`src/rtl/msrv32_dmem_pkg.sv`:
```
// msrv32_dmem_pkg: shared types and constants
// for the MSRV32 data-memory access path.
package msrv32_dmem_pkg;

  typedef enum logic [1:0] {
    ST_IDLE = 2'b00,
    ST_ADDR = 2'b01,
    ST_WAIT = 2'b10,
    ST_RESP = 2'b11
  } state_e;

  localparam logic [1:0] LS_BYTE = 2'b00;
  localparam logic [1:0] LS_HALF = 2'b01;
  localparam logic [1:0] LS_WORD = 2'b10;

  localparam int DEF_TIMEOUT_CYCLES = 16;

endpackage

```
`src/rtl/msrv32_store_lane_gen.sv`:
```
// msrv32_store_lane_gen: byte-lane write mask
// and store-data lane replication.
module msrv32_store_lane_gen
  import msrv32_dmem_pkg::*;
(
  input  logic        store,
  input  logic [1:0]  size,
  input  logic [1:0]  addr,
  input  logic [31:0] rs2,
  output logic [3:0]  mask,
  output logic [31:0] data
);

  logic is_b;
  logic is_h;
  logic is_w;

  assign is_b = store & (size == LS_BYTE);
  assign is_h = store & (size == LS_HALF);
  assign is_w = store & size[1];

  // lane mask and replicated data per access size
  always_comb begin
    mask = 4'b0000;
    data = rs2;
    unique case (1'b1)
      is_b: begin
        mask = 4'b0001 << addr;
        data = {4{rs2[7:0]}};
      end
      is_h: begin
        mask = 4'b0011 << {addr[1], 1'b0};
        data = {2{rs2[15:0]}};
      end
      is_w: begin
        mask = 4'b1111;
        data = rs2;
      end
      !store: begin
        mask = 4'b0000;
        data = rs2;
      end
    endcase
  end

endmodule

```
`src/rtl/msrv32_dmem_access_ctrl.sv`:
```
// msrv32_dmem_access_ctrl: load/store sequencer for the AHB data bus.
// Define MSRV32_DMEM_MISALIGN_TRAP_EN to trap misaligned accesses.
module msrv32_dmem_access_ctrl
  import msrv32_dmem_pkg::*;
#(
  parameter int TIMEOUT_CYCLES = DEF_TIMEOUT_CYCLES,
  parameter int CNT_W = 8
) (
  input  logic        ms_riscv32_mp_clk_in,
  input  logic        ms_riscv32_mp_rst_n_in,
  input  logic        load_req_in,
  input  logic        store_req_in,
  input  logic [31:0] iadder_in,
  input  logic [1:0]  load_size_in,
  input  logic        load_unsigned_in,
  input  logic [31:0] rs2_in,
  input  logic        ahb_ready_in,
  input  logic        ahb_resp_in,
  output logic [31:0] ms_riscv32_mp_dmaddr_out,
  output logic        ms_riscv32_mp_dmrd_req_out,
  output logic        ms_riscv32_mp_dmwr_req_out,
  output logic [3:0]  ms_riscv32_mp_dmwr_mask_out,
  output logic [31:0] ms_riscv32_mp_dmdata_out,
  output logic [1:0]  lu_load_size_out,
  output logic        lu_load_unsigned_out,
  output logic [1:0]  lu_iadder_1_to_0_out,
  output logic        lu_ahb_resp_out,
  output logic        stall_out,
  output logic        done_out,
  output logic        bus_err_out,
  output logic        timeout_out
`ifdef MSRV32_DMEM_MISALIGN_TRAP_EN
  ,
  output logic        misaligned_out
`endif
);

  state_e state_q;
  state_e state_d;

  logic [CNT_W-1:0] cnt_q;
  logic [31:0] addr_q;
  logic [31:0] rs2_q;
  logic [1:0]  a10_q;
  logic [1:0]  size_q;
  logic        uns_q;
  logic        store_q;
  logic        resp_q;
  logic        to_q;

  logic req;
  logic cap;
  logic cnt_clr;
  logic cnt_inc;
  logic rsp_cap;
  logic to_set;
  logic to_hit;

  assign req = load_req_in | store_req_in;
  assign to_hit = (cnt_q == CNT_W'(TIMEOUT_CYCLES - 1));

`ifdef MSRV32_DMEM_MISALIGN_TRAP_EN
  logic mis_req;
  logic mis_q;

  assign mis_req = ((load_size_in == LS_HALF) & iadder_in[0])
                 | (load_size_in[1] & (|iadder_in[1:0]));
`endif

  // state register
  always_ff @(posedge ms_riscv32_mp_clk_in or negedge ms_riscv32_mp_rst_n_in) begin
    if (!ms_riscv32_mp_rst_n_in) begin
      state_q <= ST_IDLE;
    end else begin
      state_q <= state_d;
    end
  end

  // next state and datapath strobes
  always_comb begin
    state_d = state_q;
    cap     = 1'b0;
    cnt_clr = 1'b0;
    cnt_inc = 1'b0;
    rsp_cap = 1'b0;
    to_set  = 1'b0;
    unique case (state_q)
      ST_IDLE: begin
        if (req) begin
          cap = 1'b1;
`ifdef MSRV32_DMEM_MISALIGN_TRAP_EN
          state_d = mis_req ? ST_RESP : ST_ADDR;
`else
          state_d = ST_ADDR;
`endif
        end
      end
      ST_ADDR: begin
        if (ahb_ready_in) begin
          rsp_cap = 1'b1;
          state_d = ST_RESP;
        end else begin
          cnt_clr = 1'b1;
          state_d = ST_WAIT;
        end
      end
      ST_WAIT: begin
        if (ahb_ready_in) begin
          rsp_cap = 1'b1;
          state_d = ST_RESP;
        end else if (to_hit) begin
          rsp_cap = 1'b1;
          to_set  = 1'b1;
          state_d = ST_RESP;
        end else begin
          cnt_inc = 1'b1;
        end
      end
      ST_RESP: state_d = ST_IDLE;
      default: state_d = ST_IDLE;
    endcase
  end

  // request capture, wait counter and response capture
  always_ff @(posedge ms_riscv32_mp_clk_in or negedge ms_riscv32_mp_rst_n_in) begin
    if (!ms_riscv32_mp_rst_n_in) begin
      cnt_q   <= '0;
      addr_q  <= '0;
      rs2_q   <= '0;
      a10_q   <= '0;
      size_q  <= '0;
      uns_q   <= 1'b0;
      store_q <= 1'b0;
      resp_q  <= 1'b0;
      to_q    <= 1'b0;
`ifdef MSRV32_DMEM_MISALIGN_TRAP_EN
      mis_q   <= 1'b0;
`endif
    end else begin
      if (cap) begin
        addr_q  <= {iadder_in[31:2], 2'b00};
        a10_q   <= iadder_in[1:0];
        size_q  <= load_size_in;
        uns_q   <= load_unsigned_in;
        rs2_q   <= rs2_in;
        store_q <= store_req_in;
      end
      if (cnt_clr) begin
        cnt_q <= '0;
      end else if (cnt_inc) begin
        cnt_q <= cnt_q + CNT_W'(1);
      end
      if (rsp_cap) begin
        resp_q <= ahb_resp_in | to_set;
        to_q   <= to_set;
      end
`ifdef MSRV32_DMEM_MISALIGN_TRAP_EN
      if (cap) begin
        mis_q <= mis_req;
      end
      if (cap & mis_req) begin
        resp_q <= 1'b0;
        to_q   <= 1'b0;
      end
`endif
    end
  end

  msrv32_store_lane_gen u_lane (
    .store (store_q),
    .size  (size_q),
    .addr  (a10_q),
    .rs2   (rs2_q),
    .mask  (ms_riscv32_mp_dmwr_mask_out),
    .data  (ms_riscv32_mp_dmdata_out)
  );

  assign ms_riscv32_mp_dmaddr_out   = addr_q;
  assign ms_riscv32_mp_dmrd_req_out = (state_q == ST_ADDR) & ~store_q;
  assign ms_riscv32_mp_dmwr_req_out = (state_q == ST_ADDR) & store_q;

  assign lu_load_size_out     = size_q;
  assign lu_load_unsigned_out = uns_q;
  assign lu_iadder_1_to_0_out = a10_q;
  assign lu_ahb_resp_out      = resp_q;

  assign stall_out = ((state_q == ST_IDLE) & req)
                   | (state_q == ST_ADDR)
                   | (state_q == ST_WAIT);

  assign done_out    = (state_q == ST_RESP);
  assign bus_err_out = (state_q == ST_RESP) & resp_q;
  assign timeout_out = (state_q == ST_RESP) & to_q;

`ifdef MSRV32_DMEM_MISALIGN_TRAP_EN
  assign misaligned_out = (state_q == ST_RESP) & mis_q;
`endif

endmodule
```
`config.mk`:
```
export PLATFORM = sky130hd
export DESIGN_NAME = msrv32_dmem_access_ctrl
export DESIGN_NICKNAME = d
export VERILOG_FILES = /design/src/rtl/msrv32_dmem_pkg.sv /design/src/rtl/msrv32_store_lane_gen.sv /design/src/rtl/msrv32_dmem_access_ctrl.sv
export SDC_FILE = /design/constraint.sdc
export NUM_CORES = 1
export LEC_CHECK = 0
export ABC_AREA = 0
export BUFFER_PORTS_ARGS = -buffer_cell sky130_fd_sc_hd__buf_2
export CAP_MARGIN = 10
export CELL_PAD_IN_SITES_DETAIL_PLACEMENT = 0
export CELL_PAD_IN_SITES_GLOBAL_PLACEMENT = 2
export CORE_MARGIN = 2
export CORE_UTILIZATION = 27
export DETAILED_ROUTE_END_ITERATION = 7
export PLACE_DENSITY_LB_ADDON = 0.1
export RECOVER_POWER = 25
export SYNTH_ARGS = -nofsm -noshare
export SYNTH_HDL_FRONTEND = slang
export SYNTH_SLANG_ARGS = --single-unit
```
`constraint.sdc`:
```
create_clock -name ms_riscv32_mp_clk_in -period 1.7 [get_ports ms_riscv32_mp_clk_in]
set_input_delay 0.17 -clock ms_riscv32_mp_clk_in [delete_from_list [all_inputs] [get_ports ms_riscv32_mp_clk_in]]
set_output_delay 0.17 -clock ms_riscv32_mp_clk_in [all_outputs]
set_load 0.005 [all_outputs]
```
==> Word-level counts from Yosys, hierarchy flattened <==
Index checks and enable logic that the tools add are counted.
{ "word_totals": {"regBits": 80, "inputBits": 73, "out_inout_bits": 80, "word_cells": 61} }
{ "classes": {"addsub": 1, "eq_ne": 7, "shifts": 2, "muxes": 22, "bitwise_logic": 13, "n_reduce_logical": 6} }
{ "ops": {"columns": ["cell", "n"], "rows": [
  ["$pmux W32 S3", 1],
  ["$mux W8", 2],
  ["$pmux W4 S4", 1],
  ["$mux W1", 13],
  ["$add A8 B1 Y8 const B", 1],
  ["$and A1 B1 Y1", 8],
  ["$eq A8 B4 Y1 const B", 1],
  ["$pmux W2 S4", 1],
  ["$mux W2", 3],
  ["$eq A2 B1 Y1 const B", 2],
  ["$eq A2 B2 Y1 const B", 2],
  ["$logic_not A2 Y1", 2],
  ["$or A1 B1 Y1", 4],
  ["$shl A1 B2 Y4 const A", 1],
  ["$shl A2 B2 Y4 const A", 1],
  ["$ne A3 B3 Y1 const B", 1],
  ["$ne A2 B2 Y1 const B", 1],
  ["$pmux W1 S2", 1],
  ["$reduce_and A2 Y1", 1],
  ["$reduce_bool A2 Y1", 1],
  ["$reduce_or A2 Y1", 1],
  ["$logic_not A1 Y1", 1],
  ["$not A1 Y1", 1]
]} }

==> Longest topological paths before layout <==
Gate-level depths: netlist of the first run.
{ "depth": {"word_depth": 6, "ltp_mapped": 7, "ltp_nobuf": 6} }

==> By module <==
Synthesis of the first run repeated with hierarchy kept, for this count alone.
{ "unflattened": {"cells_unflattened": 291, "hier_area_um2": 3783.6} }
{ "modules_own_cells": {"columns": ["module", "n_inst", "cells_each", "area_each_um2", "seq_area_each_um2"], "rows": [
  ["msrv32_dmem_access_ctrl", 1, 226, 3256.9, 2001.9],
  ["msrv32_store_lane_gen", 1, 65, 526.8, 0.0]
]} }

==> Least setup slack after synthesis of the first run <==
Ideal clock, no wire load.
{ "synth_timing": {"path_kind": "register to register", "start": "register cnt_q[4]", "end": "register state_q[1]", "setup_ps": 128, "t_arrival_ps": 1668, "required_ps": 1572, "path_slack_ps": -96, "path_stages_with_launch": 5, "n_path_buf": 0, "synth_period_minus_slack_ps": 1796, "cell_sequence": "dfrtp_1 or4_4 o21a_4 nor2_2 mux2_1"} }
{ "synth_via": {"elab_chain_len": 3} }
{ "synth_lines": {"columns": ["element", "line_no", "text"], "rows": [
  ["start, declared", "msrv32_dmem_access_ctrl.sv:41", "logic [CNT_W-1:0] cnt_q;"],
  ["start signal, assigned", "msrv32_dmem_access_ctrl.sv:151", "cnt_q <= cnt_q + CNT_W'(1);"],
  ["$eq A8 B4 Y1", "msrv32_dmem_access_ctrl.sv:60", "assign to_hit = (cnt_q == CNT_W'(TIMEOUT_CYCLES - 1));"],
  ["$ne A3 B3 Y1 (no source line)", null, null],
  ["$reduce_and A2 Y1 (no source line)", null, null],
  ["end signal, assigned", "msrv32_dmem_access_ctrl.sv:75", "state_q <= state_d;"],
  ["end, declared", "msrv32_dmem_access_ctrl.sv:38", "state_e state_q;"]
]} }
No other way between the ends.
A chain may end at the register's enable or synchronous reset.

==> Final worst setup path of the first run <==
{ "layout_timing": {"start": "register size_q[1], in the netlist lu_load_size_out[1]", "end": "output ms_riscv32_mp_dmdata_out[11]"} }
{ "layout_via": {"elab_chain_len": 3, "elab_cells_between_ends": 7, "classes_between": "1 x eq/ne; 1 x mux; 3 x bitwise; 2 x reduce/logical"} }
{ "layout_lines": {"columns": ["element", "line_no", "text"], "rows": [
  ["start, declared", "msrv32_dmem_access_ctrl.sv:45", "logic [1:0] size_q;"],
  ["start signal, assigned", "msrv32_dmem_access_ctrl.sv:143", "size_q <= load_size_in;"],
  ["$eq A2 B1 Y1, or another cell as far along", "msrv32_store_lane_gen.sv:19", "assign is_h = store & (size == LS_HALF);"],
  ["$and A1 B1 Y1, or another cell as far along", "msrv32_store_lane_gen.sv:19", null],
  ["$pmux W32 S3 *", "msrv32_store_lane_gen.sv:26", "unique case (1'b1)"],
  ["end, declared", "msrv32_dmem_access_ctrl.sv:23", "output logic [31:0] ms_riscv32_mp_dmdata_out,"]
]} }
Every way passes the cells marked *; elsewhere a longest branch is shown, timed or not. The select of a mux whose other input is x is not followed.

==> results of run 1 <==
-- kinds of logic (layout without fill, tap and decap cells) --
group | count (synthesis) | after routing | share of synthesized area (%)
xor gates and xnor gates | 1 | 1 | 0.233
other | 1 | 2 | 0.0999
and+or+nand+nor | 52 | 52 | 6.97
muxes | 94 | 94 | 27.9
DFF | 80 | 80 | 53.3
adders and majority gates | 6 | 6 | 2.00
AOI/OAI and AO/OA | 33 | 33 | 5.60
buffers and inverters | 28 | 194 | 3.90
-- area by class of cell --
cell class,instances,area [um^2]
fill,1348,8370
sequential,80,2000
multi-input combinational,188,1720
timing repair buffer,174,1050
clock buffer,11,233
tap,180,225
clock inverter,5,104
inverter,4,15.0
-- through the flow --
| stage | setup TNS [ps] | power [mW] | cells | hold WS [ps] |
|---|---|---|---|---|
| 3_3_place_gp | 0 | 7.72 | 621 | 142 |
| 6_report | -381 | 10.4 | 642 | 39.3 |
| 4_1_cts | -945 | 10.4 | 642 | 25.1 |
| 3_5_place_dp | -27.9 | 7.76 | 621 | 149 |
| 2_1_floorplan | -5.12 | 5.83 | 296 | -126 |
| 5_1_grt | -2730 | 11.3 | 642 | 23.8 |
-- cell usage in the layout, fill, tap and decap left out, types with 3 or more instances in the layout --
cell,synthesis,layout
buf_2,3,141
clkbuf_16,0,9
buf_4,10,14
a21oi_1,6,6
a31oi_1,3,3
and2_1,4,4
bufinv_16,0,3
ha_1,6,3
buf_8,0,3
nand2_1,18,18
mux2_1,84,75
dfrtp_1,80,79
mux2i_1,10,10
o21ai_1,12,11
mux2_4,0,9
nor2_1,9,9
buf_12,0,3
nor2b_1,5,3
buf_6,0,10
-- final timing paths --
check | to | startpoint | cells past startpoint
max | ms_riscv32_mp_dmdata_out[11] | lu_load_size_out[1] | 5
min | ms_riscv32_mp_dmaddr_out[12] | iadder_in[12] | 2
max reg2reg | state_q[1] | cnt_q[4] | 4
min reg2reg | rs2_q[19] | rs2_q[19] | 1
max in group asynchronous | lu_load_size_out[0] | ms_riscv32_mp_rst_n_in | 3
min in group asynchronous | rs2_q[22] | ms_riscv32_mp_rst_n_in | 2
-- synth_stat cells (3+ instances only) --
cell	count	share of area, %
mux2_1	84	25
dfrtp_1	80	53
nand2_1	18	1.8
o21ai_1	12	1.6
buf_4	10	2.0
clkbuf_1	10	1.0
mux2i_1	10	2.7
nor2_1	9	0.90
a21oi_1	6	0.80
ha_1	6	2.0
nor2b_1	5	0.83
and2_1	4	0.67
inv_1	4	0.40
a31oi_1	3	0.50
buf_2	3	0.40
-- flip-flops by register name, indices dropped and copies added (netlist names), 2 cells and up --
name                      cells
cnt_q                         8
lu_iadder_1_to_0_out          2
lu_load_size_out              2
ms_riscv32_mp_dmaddr_out     30
rs2_q                        32
state_q                       2
-- layer usage --
layer | wire, um | part of all wire [%]
met4 | 155 | 1.6
met3 | 745 | 7.8
met1 | 4340 | 45
met2 | 4360 | 45
met5 | 0 | 0
-- power breakdown --
group          switching (mW)  internal [mW]
Clock                   0.775           1.44
Sequential              0.581           2.83
Combinational            2.07           2.73
Total                    3.43           7.00
-- repair_timing --
action / in CTS / in global routing
buffers inserted: 4 / 0
endpoints found under the hold margin: 28 / 0
setup endpoints to repair: 21 / 37
hold buffers: 1 / 0
gates resized for setup: 22 / 17
pin swaps: 4 / 4
==> results_dict.tcl, run 1 <==
set metrics [dict create \
    run_status "finished, violations left" \
    violations "negative setup slack" \
    cp_max_fo 6 \
    cts.sink_count 80 \
    fin_crit_ps 1750 \
    synth.avg_cell_area_um2 12.7 \
    num_rows 43 \
    finalInstanceArea_mm2 0.00535 \
    synthFlopType "dfrtp_1" \
    drt-total-wl_um 9600 \
    rsz0062_at_grt "yes" \
    synthArstFlopShare_pct 100 \
    vdd.ir_drop.worst_v 0.000642 \
    maxCapViolations 0 \
    grt_pass1_vias 2848 \
    slew_viol_final 0 \
    tightest_slew_ps 793 \
    path_class "reg -> out" \
    worstPathArrival_ps 1580 \
    coreArea_mm2 0.0137 \
    antenna_found_initial 0 \
    layout_setup_ws_ps -49.1 \
    cp.required_ps 1530 \
    dpl-instance-area_mm2 0.00481 \
    hold_violations 0 \
    cts_root_buffer "clkbuf_16" \
    initial_utilization_pct 27.4 \
    wire_per_inst_um 15.0 \
    ant_nets 0 \
    clk_path_buf_depth 2 \
    path_buf_inv 2 \
    start_kind "flop" \
    dieArea_mm2 0.0149 \
    cts.clk_slew.worst_paths_ps 60 \
    grt.met2_usage_pct 20.7 \
    diodes 0 \
    ios 153 \
    busiest_layer "met2" \
    drcViolationCount 0 \
    layout-drive-gt1-share_pct 46.1 \
    p_per_area_mw_per_mm2 1950 \
    cts_made_buffers 9 \
    yosysSeqAreaShare_pct 53.3 \
    grt_pass1_wl_um 15200 \
    ys_ff_latch 80 \
    numPortBuffers 150 \
    vias 2842 \
    netlist_instances 295 \
    finalSetupViolCount 16 \
    synth_edf_count 0 \
    met1_usage_pct 17.5 \
    total_leakage_power_nw 2.59 \
    drtIter0Drc 114 \
    grt_use_total_pct 13.4 \
    cp_slowest_stage_delay_ps 380 \
    syn_to_final_growth_pct 42.5 \
    ff2ff_setup_slack_ps 40 \
    dpl_worst_slack_ps -27.9 \
    grt_util_met3_pct 4.03 \
    crit_family "flip-flops" \
    post-route-period-util_pct 103 \
    clock.fmax_mhz 572 \
    yosys_warnings 0 \
    die_y_um 122 \
    clk_latency_ps 340 \
    finish.utilization_pct 39.0 \
    critPathSlowestCell "dfrtp_1" \
    cts_tree "yes" \
    skew_ps 6.11 \
    worst_hold_path_type "in -> reg" \
    gp_congestion 0.750 \
    routed_via_density 4.43 \
    hpwl_um 6970 \
    end_kind "output pin" \
    ys_types 37 \
    gr-total-overflow 0 \
    netlist_area_mm2 0.00375 \
    fp.dieW_um 122 \
    dr.pass1.iters 4 \
    nNetsFinal 536 \
    worstPathCellList "nand2b_4, nor2_4, buf_8, mux2_4, buf_6" \
    grt_max_degree 32 \
    relSlewSlack_pct 47.1 \
    htree_levels 3 \
]
No activity file was read; power rests on OpenSTA's default activity.
==> inputs of run 2 (changes only) <==
==> constraint.sdc (replaced) <==
create_clock -name ms_riscv32_mp_clk_in -period 1.7 [get_ports ms_riscv32_mp_clk_in]
set_input_delay 0.17 -clock ms_riscv32_mp_clk_in [delete_from_list [all_inputs] [get_ports ms_riscv32_mp_clk_in]]
set_output_delay 0.17 -clock ms_riscv32_mp_clk_in [all_outputs]
set_load 0.02 [all_outputs]
==> results_dict.tcl, run 2 (synthesized netlist as in run 1, its figures left out) <==
set metrics [dict create \
    run_status "finished, violations left" \
    violations "negative setup slack" \
    worstPathArrival_ps 1610 \
    wire_per_inst_um 14.9 \
    cts.clk_slew.worst_paths_ps 60 \
    relSlewSlack_pct 31.0 \
    p_per_area_mw_per_mm2 2190 \
    fillers 1382 \
    cp_max_fo 6 \
    numPortBuffers 150 \
    finalSetupViolCount 16 \
    cp_slowest_stage_delay_ps 400 \
    cts_tree "yes" \
    worstPathCellList "nand2b_4, nor2_4, buf_12, mux2_4, buf_6" \
    layout.cells.non_filler 647 \
    cts_root_buffer "clkbuf_16" \
    routed_via_density 4.42 \
    num_rows 43 \
    largest_reg_flops 32 \
    hold_violations 0 \
    ios 153 \
    ant_nets 0 \
    coreArea_mm2 0.0137 \
    nNetsFinal 540 \
    crit_family "flip-flops" \
    top_register "rs2_q" \
    vias 2858 \
    critPathSlowestCell "dfrtp_2" \
    post-route-period-util_pct 104 \
    antenna_found_initial 2 \
    dieArea_mm2 0.0149 \
    dpl_worst_slack_ps -21.3 \
    layout_commonest_cell "buf_2" \
    layout_setup_ws_ps -76.1 \
    grt_pass1_wl_um 15100 \
    skew_ps 5.03 \
    gp_congestion 0.692 \
    start_kind "flop" \
    grt_max_degree 81 \
    htree_levels 3 \
    die_y_um 122 \
    final_cell_mix "140 x buf_2, 78 x dfrtp_1, 75 x mux2_1" \
    slew_viol_final 0 \
    fp.dieW_um 122 \
    drt-total-wl_um 9660 \
    total_leakage_power_nw 2.61 \
    clk_latency_ps 340 \
    rsz0062_at_grt "yes" \
    initial_utilization_pct 27.4 \
    tightest_slew_ps 1040 \
    cts_made_buffers 9 \
    clk_path_buf_depth 2 \
    path_class "reg -> out" \
    placed_cells 622 \
    end_kind "output pin" \
    gr-total-overflow 0 \
    grt_pass1_vias 2969 \
    total_power_mw 11.8 \
    cp.required_ps 1530 \
    path_buf_inv 2 \
    drcViolationCount 0 \
    dr.pass1.iters 4 \
    layout-drive-gt1-share_pct 46.6 \
    syn_to_final_growth_pct 43.8 \
    clock.fmax_mhz 563 \
    maxCapViolations 0 \
    worst_hold_path_type "in -> reg" \
    whs_ps 36.9 \
    grt_use_total_pct 13.5 \
    drtIter0Drc 73 \
    fin_crit_ps 1780 \
    cts.sink_count 80 \
    hpwl_um 6760 \
    vdd.ir_drop.worst_v 0.000777 \
]
run 2: cell types whose count changed in the layout (fill, tap and decap cells not counted), moves of 2 or more:
cell | previous run | this run
buf_12 | 3 | 6
nor2b_1 | 3 | 5
buf_8 | 3 | 1
nor2b_2 | 2 | 0
buf_4 | 14 | 20
clkbuf_8 | 0 | 2
run 2: repair_timing:
| action | 4_1_cts | 5_1_grt |
|---|---|---|
| setup buffers | 2 | 5 |
| endpoints found under the setup margin | 25 | 36 |
| hold endpoints to repair | 80 | 0 |
| pin swaps | 4 | 2 |
| cloned | 0 | 0 |
| resized for setup | 36 | 12 |
| hold buffers | 1 | 0 |
run 2: area by class of cell:
type | count | area [um^2] | share of cell area (%)
Sequential cell | 80 | 2000 | 37.1
Multi-Input combinational cell | 188 | 1710 | 31.7
Timing Repair Buffer | 178 | 1100 | 20.5
Clock buffer | 12 | 256 | 4.75
Tap cell | 180 | 225 | 4.17
Clock inverter | 4 | 76.3 | 1.41
Inverter | 4 | 17.5 | 0.324
Antenna cell | 1 | 2.50 | 0.0463
run 2: worst paths after layout:
path | startpoint | to | slack [ps] | cells after the start
setup reg to reg | cnt_q[4] | state_q[1] | 30 | 4
setup / recovery | lu_load_size_out[1] | ms_riscv32_mp_dmdata_out[11] | -80 | 5
hold / removal | iadder_in[8] | ms_riscv32_mp_dmaddr_out[8] | 40 | 2
max in group asynchronous | ms_riscv32_mp_rst_n_in | state_q[1] | 310 | 3
min in group asynchronous | ms_riscv32_mp_rst_n_in | ms_riscv32_mp_dmaddr_out[31] | 670 | 3
hold reg to reg | ms_riscv32_mp_dmaddr_out[31] | ms_riscv32_mp_dmaddr_out[31] | 490 | 1
run 2: power breakdown:
part           internal [mW]  leakage [nW]  total [mW]  switching (mW)
logic                   2.86          1.49        6.24            3.38
registers               2.83         0.954        3.44           0.607
clock network           1.37         0.159        2.15           0.784
run 2: metal layers:
| metal | part of all wire [%] | GRT usage [%] | vias up |
|---|---|---|---|
| met5 | 0 | 0 | - |
| met4 | 1.4 | 4.96 | 0 |
| met3 | 8.8 | 5.48 | 12 |
| met2 | 47 | 21.5 | 92 |
| met1 | 43 | 16.4 | 1386 |
| li1 | - | - | 1368 |
run 2: worst reg2reg max path: cells and delay by family, from the launching register on:
kind / cells / cell delay [ps]
multiplexers: 1 / 300
AND/OR/NAND/NOR: 2 / 640
flip-flops: 1 / 370
AO/OA/AOI/OAI: 1 / 240
run 2: stage by stage:
stage	TNS (ps)	utilization [%]	area, um^2
after CTS	-1770	38.8	5320
after global placement	0	35.2	4830
after detailed placement	-21.3	35.2	4830
after floorplan	-5.12	-	3770
after global routing	-2270	39.4	5400
final	-831	39.4	5400
